## config.mk

```make
export PLATFORM = sky130hd
export DESIGN_NAME = register_bank
export DESIGN_NICKNAME = d
export VERILOG_FILES = /design/src/rtl/register_bank_pkg.sv /design/src/rtl/register_bank_op.sv /design/src/rtl/register_bank.sv
export SDC_FILE = /design/constraint.sdc
export NUM_CORES = 1
export LEC_CHECK = 0
export CAP_MARGIN = 20
export CORE_ASPECT_RATIO = 1.1
export CORE_MARGIN = 3
export CORE_UTILIZATION = 55
export CTS_CLUSTER_DIAMETER = 100
export DETAILED_ROUTE_END_ITERATION = 16
export PLACE_DENSITY_LB_ADDON = 0.3
export SLEW_MARGIN = 10
export SYNTH_ARGS = -nofsm -noshare
export SYNTH_HDL_FRONTEND = slang
export SYNTH_SLANG_ARGS = --single-unit
```

## constraint.sdc

```tcl
create_clock -name clk -period 4.9 [get_ports clk]
set_input_delay 1.225 -clock clk [delete_from_list [all_inputs] [get_ports clk]]
set_output_delay 1.225 -clock clk [all_outputs]
set_load 0.005 [all_outputs]
```

## src/rtl/register_bank_pkg.sv

```systemverilog
// Shared constants for the register bank: write-port operation encodings.
package register_bank_pkg;

   localparam int MODE_W = 3;

   localparam logic [MODE_W-1:0] MODE_LOAD  = 3'b000;
   localparam logic [MODE_W-1:0] MODE_CLEAR = 3'b001;
   localparam logic [MODE_W-1:0] MODE_SHL   = 3'b010;
   localparam logic [MODE_W-1:0] MODE_SHR   = 3'b011;
   localparam logic [MODE_W-1:0] MODE_ROL   = 3'b100;
   localparam logic [MODE_W-1:0] MODE_ROR   = 3'b101;
   localparam logic [MODE_W-1:0] MODE_INC   = 3'b110;
   localparam logic [MODE_W-1:0] MODE_DEC   = 3'b111;

endpackage

```

## src/rtl/register_bank_op.sv

```systemverilog
// Combinational in-place register operation: next value and carry/shift-out
// for load, clear, shift, rotate, increment and decrement.
module register_bank_op
   import register_bank_pkg::*;
#(
   parameter int WIDTH = 8
) (
   input  logic [WIDTH-1:0]  cur,
   input  logic [MODE_W-1:0] mode,
   input  logic [WIDTH-1:0]  wr_data,
   output logic [WIDTH-1:0]  nxt,
   output logic              carry
);

   localparam logic [WIDTH-1:0] ONE = WIDTH'(1);

   always_comb begin
      // NOTE: defaults first so every path assigns both outputs and no latch is inferred.
      nxt   = cur;
      carry = 1'b0;
      case (mode)
         MODE_LOAD:  nxt = wr_data;
         MODE_CLEAR: nxt = '0;
         MODE_SHL: begin
            nxt   = {cur[WIDTH-2:0], 1'b0};
            carry = cur[WIDTH-1];
         end
         MODE_SHR: begin
            nxt   = {1'b0, cur[WIDTH-1:1]};
            carry = cur[0];
         end
         MODE_ROL: begin
            nxt   = {cur[WIDTH-2:0], cur[WIDTH-1]};
            carry = cur[WIDTH-1];
         end
         MODE_ROR: begin
            nxt   = {cur[0], cur[WIDTH-1:1]};
            carry = cur[0];
         end
         MODE_INC: begin
            nxt   = cur + ONE;
            carry = &cur;
         end
         MODE_DEC: begin
            nxt   = cur - ONE;
            carry = ~|cur;
         end
         default: ;
      endcase
   end

endmodule

```

## src/rtl/register_bank.sv

```systemverilog
// Working-register bank: one operate-in-place write port, two registered read ports.
// Define REGISTER_BANK_BYPASS_EN to forward a same-cycle write result to the readers.
module register_bank
   import register_bank_pkg::*;
#(
   parameter  int WIDTH = 8,
   parameter  int DEPTH = 4,
   localparam int AW    = $clog2(DEPTH)
) (
   input  logic              clk,
   input  logic              reset,
   input  logic              wr_en,
   input  logic [AW-1:0]     wr_addr,
   input  logic [MODE_W-1:0] wr_mode,
   input  logic [WIDTH-1:0]  wr_data,
   output logic              carry,
   input  logic              rd_en_a,
   input  logic [AW-1:0]     rd_addr_a,
   output logic [WIDTH-1:0]  rd_data_a,
   output logic              rd_valid_a,
   input  logic              rd_en_b,
   input  logic [AW-1:0]     rd_addr_b,
   output logic [WIDTH-1:0]  rd_data_b,
   output logic              rd_valid_b
);

   localparam logic [AW:0] DEPTH_W = (AW+1)'(DEPTH);

   logic [WIDTH-1:0] regs [DEPTH];
   logic [WIDTH-1:0] cur, pre_a, pre_b, fwd_a, fwd_b, op_nxt;
   logic             op_carry, wr_ok;

   assign wr_ok = wr_en && ({1'b0, wr_addr} < DEPTH_W);

   // Decoded lookups; addresses beyond DEPTH match nothing and read as zero.
   always_comb begin
      cur   = '0;
      pre_a = '0;
      pre_b = '0;
      for (int i = 0; i < DEPTH; i++) begin
         if (wr_addr   == AW'(i)) cur   = regs[i];
         if (rd_addr_a == AW'(i)) pre_a = regs[i];
         if (rd_addr_b == AW'(i)) pre_b = regs[i];
      end
   end

   register_bank_op #(.WIDTH(WIDTH)) u_op (
      .cur     (cur),
      .mode    (wr_mode),
      .wr_data (wr_data),
      .nxt     (op_nxt),
      .carry   (op_carry)
   );

`ifdef REGISTER_BANK_BYPASS_EN
   assign fwd_a = (wr_ok && rd_addr_a == wr_addr) ? op_nxt : pre_a;
   assign fwd_b = (wr_ok && rd_addr_b == wr_addr) ? op_nxt : pre_b;
`else
   assign fwd_a = pre_a;
   assign fwd_b = pre_b;
`endif

   always_ff @(posedge clk or negedge reset) begin
      if (!reset) begin
         // NOTE: the whole array is reset because the bank must read as zero after reset;
         // this keeps it in flops rather than RAM, which is fine at this depth.
         for (int i = 0; i < DEPTH; i++) regs[i] <= '0;
         carry      <= 1'b0;
         rd_data_a  <= '0;
         rd_valid_a <= 1'b0;
         rd_data_b  <= '0;
         rd_valid_b <= 1'b0;
      end else begin
         // NOTE: non-blocking throughout, so reads sample the pre-edge contents of regs.
         for (int i = 0; i < DEPTH; i++) begin
            if (wr_ok && wr_addr == AW'(i)) regs[i] <= op_nxt;
         end
         if (wr_ok) carry <= op_carry;
         rd_valid_a <= rd_en_a;
         rd_valid_b <= rd_en_b;
         if (rd_en_a) rd_data_a <= fwd_a;
         if (rd_en_b) rd_data_b <= fwd_b;
      end
   end

endmodule
```

==> impl.org <==
** Yosys
- Yosys mapped a number of flops with a built-in enable equal to 0.
- The share of the Yosys chip area taken by registers is 0.4143.
- Synthesized netlist cell count :: 274
- Synthesis produced a netlist with a net count of 304.
- Count of cell types in the netlist :: 43
- Flop and latch count out of synthesis :: 51
- A synthesized cell averages 11.24 um^2.
- Top FF cell, synth :: sky130_fd_sc_hd__dfrtp_1
- Share of flip-flops with an asynchronous set or reset after synthesis :: 1.000
- Cell area after technology mapping :: 3080 um^2
- Number of warnings issued by yosys :: 0

** Power
- Sequential cell fraction of total power :: 0.427
- In this run the static leakage power is around 1.6 nW.
- For this design the total switching power over the nets is ~0.48 mW.
- Internal power summed over all cells :: 1.014 mW
- Power per standard cell area :: 407.1 nW/um^2
- Logic pwr share :: 0.372
- The design draws 1.498 mW.
- IR analysis of the VDD net gives a maximum drop of 0.2368 mV.
- The share of total power dissipated in the clock network is 0.200.
- Of the total power, the share spent switching nets is 0.3231.

** Setup path
- Of all nets on the critical path, the largest fanout is 5.
- Maximum cell stage delay along the critical path :: 0.57 ns
- The critical path in this run is classified as in -> reg.
- The critical path contains buffers and inverters numbering 2 combined.
- Cells traversed along the worst timing path :: clkdlybuf4s50_1 > buf_4 > mux4_2 > ha_1 > a2111o_1 > a2111oi_2 > a21oi_1 > xnor2_1 > a211oi_1 > mux2i_1
- Dominant delay contributor by cell family on the critical path :: compound AO/OA/AOI/OAI gates
- Critical path data arrival time :: roughly 4.5 ns
- For the worst flop-to-flop path, the logic depth is 8.
- Launch point of the worst path :: wr_addr[0]
- The endpoint identified for the worst register-to-register timing path is regs[31]$_DFFE_PN0P_.
- The critical path runs through a total of 10 cells.
- R2R setup slack :: 1.70 ns
- Standard cell with the maximum stage delay on the critical path :: sky130_fd_sc_hd__mux4_2
- STA classifies the critical path startpoint as an input pin.
- Worst setup path end :: regs[31]$_DFFE_PN0P_
- STA classifies the critical path endpoint as a flop.
- Worst endpoint required time :: between 5 and 6 ns
- In this run the critical register-to-register path is launched from regs[4]$_DFFE_PN0P_.

** Floorplan
- 41 I/O pins were placed.
- Row generation in the floorplan step produced 27 rows.
- The die is 84.49 um tall.
- Total Die Area :: 6536 um^2
- Initial cell density of the core :: 0.5921
- Core box area :: 5202 um^2
- Horizontal die dimension :: 77.36 um

** GRT
- The first global-routing pass estimated 12410 um of wire.
- Maximum number of pins on one net before global-route repair :: 52
- Across every metal layer, demand over resource in global routing totals 0.2390.
- Residual overflow from global routing :: 0
- Via count of the first global-routing pass :: 2422
- Initial antenna violation count :: 0

** Hold path
- Counting instances, the worst hold path has a depth of 1.
- Worst hold-check path type :: reg -> reg

** Layout
- From synthesis to final layout, the design area changed by 19.46%.
- In the final layout, the share of cells above drive strength 1 is 0.2083.
- After the last flow step, the layout net total stands at 341.
- Registers take 1276 um^2.
- The layout has 391 filler cells.
- The repair_antennas step left the layout with diodes totalling 0.
- Summing all multi-input logic gate instances after layout gives 1698 um^2.

** Detailed routing
- After detailed routing, the number of vias per cell comes to approximately 6.3.
- Drc violations :: 0
- For this block, the routed nets add up to 7090 um of wire.
- After detailed routing, the average wire length per cell comes to 18.46 um.
- Before antenna repair, the detailed router went through 4 iterations.
- Once detail routing completed, the nets flagged for antenna violations numbered 0.
- Count of vias placed by the detailed router :: around 2400
- Count of routing violations after the opening detailed-route iteration :: 220

** CTS
- Clock root cell :: sky130_fd_sc_hd__clkbuf_8
- Clock Sink Count :: a little over 50
- Clock buffer count from CTS :: 5
- Hold repair after CTS inserted 0 buffers.
- Clock-pin slew was measured on the worst setup and hold paths at 0.09 ns.
- The longest clock path from root to sink contains 2 buffers.
- TritonCTS clock tree :: built
- CTS H-tree lvls :: 2
- Worst-skew pair later-pin latency :: 0.30 ns
- Buffers inserted during post-CTS setup optimization :: 0
- Post-CTS repair changed the size of 0 cells.

** STA
- Hold Fails Final Rpt :: 0
- For the pin with the worst max-slew slack, the measured transition is 0.6344 ns.
- Adding up every negative setup slack in the final design gives 0 ns.
- Measured against its own limit, the worst slew margin works out to 0.5758.
- Derived from the worst setup path, the maximum achievable clock frequency is 232.2 MHz.
- After layout, the minimum clock period comes to 4.306 ns.
- Number of pins exceeding their max-slew limit in the final report :: 0
- Maximum clock skew at final layout :: 0.003553 ns
- Final count of negative-setup-slack endpoints :: 0
- Setup repair after global routing left no endpoint under its margin.
- Of the available clock period, the critical path in the final layout requires 0.8788.

** Run status
- Outcome :: completed

** Place
- Summed over all nets, the half-perimeter wirelength after detailed placement is 5382 um.
- Routability-driven placement finished with a final weighted congestion of slightly below 1.
- # port buffers :: 40

** Run
- Max cap viols :: 0
## worst min-delay path by stage
stage / from / to
2_1_floorplan: regs[10]$_DFFE_PN0P_ / regs[10]$_DFFE_PN0P_
3_3_place_gp: rd_data_b[2]$_DFFE_PN0P_ / rd_data_b[2]$_DFFE_PN0P_
3_5_place_dp: rd_data_b[5]$_DFFE_PN0P_ / rd_data_b[5]$_DFFE_PN0P_
4_1_cts: rd_data_b[5]$_DFFE_PN0P_ / rd_data_b[5]$_DFFE_PN0P_
5_1_grt: rd_data_a[1]$_DFFE_PN0P_ / rd_data_a[1]$_DFFE_PN0P_
6_report: rd_data_b[6]$_DFFE_PN0P_ / rd_data_b[6]$_DFFE_PN0P_
## cells in the final DEF (no fill, tap or decap), types with 2 or more instances in the layout
cell,count
sky130_fd_sc_hd__o22ai_1,4
sky130_fd_sc_hd__a221oi_2,2
sky130_fd_sc_hd__nand3_1,7
sky130_fd_sc_hd__o21ai_0,3
sky130_fd_sc_hd__a21oi_1,9
sky130_fd_sc_hd__dfrtp_1,51
sky130_fd_sc_hd__mux4_2,24
sky130_fd_sc_hd__ha_1,7
sky130_fd_sc_hd__buf_4,7
sky130_fd_sc_hd__o221ai_1,2
sky130_fd_sc_hd__mux2_2,16
sky130_fd_sc_hd__nor2_1,5
sky130_fd_sc_hd__mux2i_1,8
sky130_fd_sc_hd__clkdlybuf4s50_1,39
sky130_fd_sc_hd__inv_1,6
sky130_fd_sc_hd__nor3_1,6
sky130_fd_sc_hd__a211oi_1,2
sky130_fd_sc_hd__inv_2,2
sky130_fd_sc_hd__xnor2_1,6
sky130_fd_sc_hd__nand4_1,2
sky130_fd_sc_hd__o21ai_1,33
sky130_fd_sc_hd__nand2_1,40
sky130_fd_sc_hd__nand3b_1,2
sky130_fd_sc_hd__xor2_1,2
sky130_fd_sc_hd__clkbuf_8,6
## sequential cells by signal, summed over array words and instances (netlist names)
signal      count
carry           1
rd_data_a       8
rd_data_b       8
rd_valid_a      1
rd_valid_b      1
regs           32
## layer usage
layer	wire (um)	vias up	global-route usage
met3	418	22	0.03970
met1	2894	1181	0.3171
met2	3582	94	0.4014
met4	195	0	0.07929
li1	-	1107	-
met5	0	-	0
## metrics by stage
step	hold slack [ns]	worst slack (ns)	instances	area, um^2	utilization
after global routing	0.5450	0.3968	384	3680	0.7073
after detailed placement	0.4961	0.2484	375	3542	0.6809
final	0.5116	0.5938	384	3680	0.7073
after floorplan	0.4832	0.7079	274	3080	-
after CTS	0.5165	0.5686	383	3660	0.7035
after global placement	0.4885	0.3735	375	3542	0.6809
## synth_stat cells, types with 3 or more instances
library cell,number,area share
sky130_fd_sc_hd__o22ai_1,4,0.0081
sky130_fd_sc_hd__nand3_1,7,0.011
sky130_fd_sc_hd__clkbuf_1,11,0.013
sky130_fd_sc_hd__a21oi_1,9,0.015
sky130_fd_sc_hd__dfrtp_1,51,0.41
sky130_fd_sc_hd__nor3_1,6,0.0097
sky130_fd_sc_hd__buf_1,5,0.0061
sky130_fd_sc_hd__inv_1,6,0.0073
sky130_fd_sc_hd__mux2i_1,8,0.026
sky130_fd_sc_hd__nand2_1,40,0.049
sky130_fd_sc_hd__mux2_2,16,0.058
sky130_fd_sc_hd__nor2_1,5,0.0061
sky130_fd_sc_hd__o21ai_1,33,0.054
sky130_fd_sc_hd__ha_1,7,0.028
sky130_fd_sc_hd__mux4_2,24,0.18
sky130_fd_sc_hd__xnor2_1,6,0.017
sky130_fd_sc_hd__o21ai_0,3,0.0049
## power groups by stage
stage               Combinational, mW  Clock [mW]  Sequential (mW)
floorplan                       0.361           0            0.613
global placement                0.535           0            0.633
detailed placement              0.552           0            0.646
CTS                             0.557       0.306            0.638
global route                    0.611       0.328            0.660
finish                          0.558       0.300            0.640
## final cells by class
cell class                 instances  area share
inverter                           8    0.008160
clock inverter                     2    0.009521
tap                               72     0.02448
sequential                        51      0.3468
timing repair buffer              48      0.1272
multi-input combinational        197      0.4614
clock buffer                       6     0.02244
## cells by family (layout without fill, tap and decap cells)
group	count (synthesis)	in the layout	share of synthesized area
flops	51	51	0.4143
buf+inv	26	64	0.03452
mux	48	48	0.2600
compound gates	65	65	0.1336
fa+ha+maj	9	9	0.03818
xor+xnor	8	8	0.02275
simple gates	67	67	0.09667
No activity file was read; power rests on OpenSTA's default activity.
